==> config.mk <==
export PLATFORM = sky130hd
export DESIGN_NAME = out_ctrl
export DESIGN_NICKNAME = d
export VERILOG_FILES = /design/src/rtl/out_ctrl.sv
export SDC_FILE = /design/constraint.sdc
export NUM_CORES = 1
export LEC_CHECK = 0
export CAP_MARGIN = 20
export CELL_PAD_IN_SITES_DETAIL_PLACEMENT = 0
export CELL_PAD_IN_SITES_GLOBAL_PLACEMENT = 1
export CORE_MARGIN = 2
export CORE_UTILIZATION = 40
export CTS_BUF_LIST = sky130_fd_sc_hd__clkbuf_8
export DETAILED_ROUTE_END_ITERATION = 10
export PLACE_DENSITY = 0.67
export SYNTH_ARGS = -nofsm -noshare
export SYNTH_HDL_FRONTEND = slang
export SYNTH_SLANG_ARGS = --single-unit
==> constraint.sdc <==
create_clock -name clk -period 8.99 [get_ports clk]
set_clock_uncertainty 0.1 [all_clocks]
set_input_delay 0.899 -clock clk [delete_from_list [all_inputs] [get_ports clk]]
set_output_delay 0.899 -clock clk [all_outputs]
set_load 0.03 [all_outputs]
==> src/rtl/out_ctrl.sv <==
// out_ctrl: consumer end of the row-major result stream.
// Buffers incoming results in a small skid FIFO, generates strided
// result-memory addresses and writes each word through a valid/ready
// memory port. Pulses done once all M*P results are written.
// Optional build macro OUT_CTRL_RELU_EN: when defined, the latched relu_en
// clamps negative words to zero as the output register loads.
module out_ctrl #(
  parameter int DATA_W     = 32,
  parameter int ADDR_W     = 16,
  parameter int FIFO_DEPTH = 4
) (
  input  logic              clk,
  input  logic              rst_n,
  input  logic              start,
  input  logic [7:0]        sub_scale_M,
  input  logic [7:0]        sub_scale_P,
  input  logic [ADDR_W-1:0] base_addr,
  input  logic [ADDR_W-1:0] row_stride,
  input  logic              relu_en,
  input  logic              in_valid,
  input  logic [DATA_W-1:0] in_data,
  output logic              out_ctrl_ready,
  output logic              mem_wr_en,
  output logic [ADDR_W-1:0] mem_addr,
  output logic [DATA_W-1:0] mem_wdata,
  input  logic              mem_ready,
  output logic              busy,
  output logic              done,
  output logic              err_overrun
);

  localparam int PTR_W = $clog2(FIFO_DEPTH);
  localparam int CNT_W = PTR_W + 1;

  typedef enum logic [1:0] {IDLE, RUN, FLUSH, DONE} state_t;

  state_t state, state_nxt;

  // Latched job configuration
  logic [7:0]        m_q, p_q;
  logic [ADDR_W-1:0] stride_q;
  logic              relu_q;
  logic [15:0]       total, rx_cnt, xfer_cnt;
  logic              err_q;

  // Skid FIFO
  logic signed [DATA_W-1:0] fifo_mem [FIFO_DEPTH];
  logic [PTR_W-1:0]         wr_ptr, rd_ptr;
  logic [CNT_W-1:0]         fifo_count;

  // Address generator and output stage
  logic [7:0]               col;
  logic [ADDR_W-1:0]        row_base;
  logic                     vld_p1;
  logic [ADDR_W-1:0]        addr_p1;
  logic signed [DATA_W-1:0] wdata_p1;
  logic signed [DATA_W-1:0] head_p0, load_p0;

  logic start_acc, active, fifo_full, fifo_empty, push, drop, pop, xfer;

`ifdef OUT_CTRL_RELU_EN
  function automatic logic signed [DATA_W-1:0] relu_clamp(input logic signed [DATA_W-1:0] x);
    return (x < 0) ? '0 : x;
  endfunction

  assign load_p0 = relu_q ? relu_clamp(head_p0) : head_p0;
`else
  logic unused_relu;
  assign unused_relu = relu_q;
  assign load_p0     = head_p0;
`endif

  assign total      = {8'd0, m_q} * {8'd0, p_q};
  assign start_acc  = start && (state == IDLE);
  assign active     = (state == RUN) || (state == FLUSH);
  assign fifo_full  = (fifo_count == CNT_W'(FIFO_DEPTH));
  assign fifo_empty = (fifo_count == '0);
  assign push       = in_valid && (state == RUN) && !fifo_full && (rx_cnt != total);
  assign drop       = in_valid && !push;
  assign pop        = active && !fifo_empty && (!vld_p1 || mem_ready);
  assign xfer       = vld_p1 && mem_ready;
  assign head_p0    = fifo_mem[rd_ptr];

  assign out_ctrl_ready = (state == RUN) && (fifo_count <= CNT_W'(FIFO_DEPTH - 2)) &&
                          (rx_cnt < total);
  assign mem_wr_en   = vld_p1;
  assign mem_addr    = addr_p1;
  assign mem_wdata   = wdata_p1;
  assign busy        = (state != IDLE);
  assign done        = (state == DONE);
  assign err_overrun = err_q;

  // Next-state decode
  always_comb begin
    state_nxt = state;
    case (state)
      IDLE:    if (start) state_nxt = (sub_scale_M == 8'd0 || sub_scale_P == 8'd0) ? DONE : RUN;
      RUN:     if (rx_cnt == total) state_nxt = FLUSH;
      FLUSH:   if ((xfer_cnt + 16'(xfer)) == total) state_nxt = DONE;
      DONE:    state_nxt = IDLE;
      default: state_nxt = IDLE;
    endcase
  end

  // Control state, job configuration, counters and sticky overrun flag
  always_ff @(posedge clk or negedge rst_n) begin
    if (!rst_n) begin
      state    <= IDLE;
      m_q      <= '0;
      p_q      <= '0;
      stride_q <= '0;
      relu_q   <= 1'b0;
      rx_cnt   <= '0;
      xfer_cnt <= '0;
      err_q    <= 1'b0;
    end else begin
      state <= state_nxt;
      if (start_acc) begin
        m_q      <= sub_scale_M;
        p_q      <= sub_scale_P;
        stride_q <= row_stride;
        relu_q   <= relu_en;
        rx_cnt   <= '0;
        xfer_cnt <= '0;
      end else begin
        if (push) rx_cnt   <= rx_cnt + 16'd1;
        if (xfer) xfer_cnt <= xfer_cnt + 16'd1;
      end
      err_q <= (err_q && !start_acc) || drop;
    end
  end

  // FIFO pointers and occupancy; simultaneous push and pop cancel
  always_ff @(posedge clk or negedge rst_n) begin
    if (!rst_n) begin
      wr_ptr     <= '0;
      rd_ptr     <= '0;
      fifo_count <= '0;
    end else begin
      if (push) wr_ptr <= wr_ptr + PTR_W'(1);
      if (pop)  rd_ptr <= rd_ptr + PTR_W'(1);
      case ({push, pop})
        2'b10:   fifo_count <= fifo_count + CNT_W'(1);
        2'b01:   fifo_count <= fifo_count - CNT_W'(1);
        default: fifo_count <= fifo_count;
      endcase
    end
  end

  // Stage p0: FIFO storage (data only, no reset)
  always_ff @(posedge clk) begin
    if (push) fifo_mem[wr_ptr] <= in_data;
  end

  // Stage p1: output register with address generation; holds while stalled
  always_ff @(posedge clk or negedge rst_n) begin
    if (!rst_n) begin
      vld_p1   <= 1'b0;
      addr_p1  <= '0;
      wdata_p1 <= '0;
      col      <= '0;
      row_base <= '0;
    end else begin
      if (start_acc) begin
        row_base <= base_addr;
        col      <= '0;
      end
      if (pop) begin
        vld_p1   <= 1'b1;
        addr_p1  <= row_base + ADDR_W'(col);
        wdata_p1 <= load_p0;
        if (col == p_q - 8'd1) begin
          col      <= '0;
          row_base <= row_base + stride_q;
        end else begin
          col <= col + 8'd1;
        end
      end else if (mem_ready) begin
        vld_p1 <= 1'b0;
      end
    end
  end

endmodule

==> reports/results.txt <==
status: finished clean
CP arrival: 7.26 ns
Worst EP required: 7.99 ns
Total GRT Usage: 18.9%
post-synth net total: 1605
LEAKAGE: 7.76 nW
# port buffers: 137
Fillers: 3481
gpl congestion: 0.796
ANT nets after route: 0
Distinct cells, synth: 62
sequential cell area: 0.00752 mm^2
peak fanout along the critical path: 14
Mapped Cells: 1389
DRT Pass-1 Iters: 5
Synth area leaders: edfxtp_1 (25%), dfrtp_1 (24%), ha_1 (7.5%)
Worst Hold Class: primary input to asynchronous set/reset pin
top-area cell type share of the netlist area: 25.3%
Iteration-0 DRC Markers: 528
Initial Util: 40.5%
part of the Yosys area used for sequential elements: 49.5%
antenna violations before repair: 2
largest family of logic cells by synthesized area: simple AND/OR/NAND/NOR gates
Async SR Flop Fraction: 53.5%
Placed Instances: 1995
number of diodes: 0
count leader, synth: nand2_1
cts hold-fix bufs: 0
via/cell ratio: 5.03
Die X: 199 um
CTS Sinks: 275
via count: 10500
post-CTS sizing: 0
CTS clk-pin slew, worst paths: 0.06 ns
max-cap viol count: 0
PD cells: 407 mW/mm^2
Area Overhead vs Synth: 19.3%
Synth area leader: edfxtp_1
path type of the worst setup path: flip-flop to output pin
Post-Syn Area: 0.0152 mm^2
setup bufs post-CTS: 0
Post-synth top cells: nand2_1 (288), dfrtp_1 (147), edfxtp_1 (128), ha_1 (91), inv_1 (86)
R2R depth: 23
Post-Layout Cell Count: 2086
Hold Vio Cnt, Final: 0
Critical Path Source Type: flip-flop
Post-Synth Adder-Cell Area: 12.6%
row cnt: 71
post-synthesis xor/xnor area fraction: 5.82%
Rel. slew slack: 30.9%
Slew @ Worst Pin: 1.04 ns
DRC viols: 0
Ys Warns: 0
CP Capture Type: output pin
fin crit period: 8.25 ns
Final Max Tran Viols: 0
H-Tree Depth: 2
GRT Residual Overflow: 0
global-route wire length before repair: 57700 um
routed wire length per instance: 17.2 um
launch point of the worst path: p_q[4]
Final setup viols: 0
post-synthesis area per instance: 10.9 um^2
FF+latch count, synth: 275
core area: 0.0375 mm^2
worst skew pair latency: 0.63 ns
HPWL Detailed: 24400 um
CTS tree: built
fmax: 121 MHz
Post-synth EDFFs: 128
CTS Buffer Depth: 3
vias in the first global route: 10500
Num CTS Buffers: 49
RSZ-0062 raised after global routing: no
Synth Flop Type: dfrtp_1
Die Footprint: 0.0396 mm^2
Critical R2R Capture: state[1]
Setup TNS: 0 ns
Worst R2R Setup Slack: 1.47 ns
Crit Reg-Reg Startpoint: p_q[4]
DRT Wirelength: 35900 um
Compound-Gate Fraction of Synth Area: 7.12%
Die H: 199 um
Peak VDD IR: 220 uV
Post-Synth Simple-Gate Area: 16.0%
I/O pins: 139
# nets final: 1751
layout cells sized above 1: 8.25%
CP endpoint: out_ctrl_ready
final cycle utilization of the critical path: 91.8%
clk root buf: clkbuf_8
multi-input logic area: 0.00715 mm^2
largest net degree at the start of global routing: 67
mux cell area share after synthesis: 5.42%
-- cell usage in the layout (no fill, tap or decap), drive strengths merged, types with 4 or more instances in the layout --
master	instances
nand2	288
dfrtp	147
clkdlybuf4s50	136
edfxtp	128
inv	100
ha	91
nor2	64
and2	60
xnor2	59
clkbuf	54
o21ai	52
xor2	41
fa	39
nand3	36
mux4	32
a21oi	30
and3	18
clkinv	17
nor3	16
a31oi	16
buf	13
a21o	12
o31ai	12
nand4	11
o21a	10
or3	10
a211oi	10
nor4	9
mux2i	8
nand2b	7
or2	6
nor2b	5
nor4b	4
bufinv	4
-- where the power goes --
| group | total [mW] | internal [mW] | switching (mW) |
|---|---|---|---|
| combinational | 4.18 | 1.76 | 2.42 |
| clock | 1.23 | 0.674 | 0.555 |
| sequential | 1.96 | 1.62 | 0.332 |
| total | 7.37 | 4.06 | 3.31 |
-- metrics by stage --
step | utilization, % | hold slack (ns) | cell area [um^2] | power, mW | setup slack, ns
finish | 48.3 | 0.121 | 18100 | 7.37 | 0.735
global route | 48.3 | 0.128 | 18100 | 8.06 | 0.403
CTS | 48.3 | 0.0882 | 18100 | 7.48 | 0.624
detailed placement | 45.6 | 0.361 | 17100 | 6.20 | 1.35
global placement | 45.6 | 0.359 | 17100 | 6.16 | 1.42
floorplan | - | 0.352 | 15200 | 5.02 | 1.82
-- routing by layer --
metal	wire length [um]	share of wire (%)	vias to the layer above	GRT usage, %
met4	750	2.1	0	5.83
met5	0	0	-	0
met1	16700	46	5127	26.3
li1	-	-	5094	-
met2	16300	45	210	29.0
met3	2290	6.4	54	5.12
-- worst max-delay path, cell delays in order, from the launching register on --
cell	delay, ns
dfrtp_1	0.57
and2_1	0.28
fa_1	0.53
inv_1	0.05
fa_1	0.47
fa_1	0.52
fa_1	0.55
inv_1	0.04
ha_1	0.37
a21o_1	0.21
a221o_1	0.40
o31ai_4	0.26
o21ai_2	0.09
a21oi_2	0.17
xor2_2	0.21
ha_1	0.28
a21oi_1	0.16
nor2b_1	0.06
o21ai_0	0.20
o2111ai_1	0.14
nor3_1	0.31
clkdlybuf4s50_1	0.73
-- cells by family (layout without fill, tap and decap cells) --
group           count (synthesis)  after routing
simple gates                  536            536
flops                         275            275
compound gates                166            166
buf+inv                       140            326
fa+ha+maj                     130            130
xor+xnor                      100            100
mux                            42             42
-- layout make-up --
class,count,share of cell area (%)
Tap cell,511,3.53
Multi-Input combinational cell,974,39.4
Clock inverter,37,1.55
Timing Repair Buffer,149,8.07
Inverter,86,1.78
Clock buffer,54,4.10
Sequential cell,275,41.5
-- worst min path at each step --
stage	end	cells past startpoint
global route	mem_wdata[17]	1
finish	mem_wdata[16]	1
detailed placement	mem_wdata[2]	2
CTS	mem_wdata[17]	1
floorplan	stride_q[0]	2
global placement	mem_wdata[21]	2
-- registers in the layout, indices dropped and copies added (netlist names), 3 cells and up --
signal and cells:
m_q 8, stride_q 16, xfer_cnt 16, p_q 8, row_base 16, fifo_count 3, mem_wdata 32, fifo_mem 128
col 8, mem_addr 16, rx_cnt 16
(Power assumes the default switching activity.)
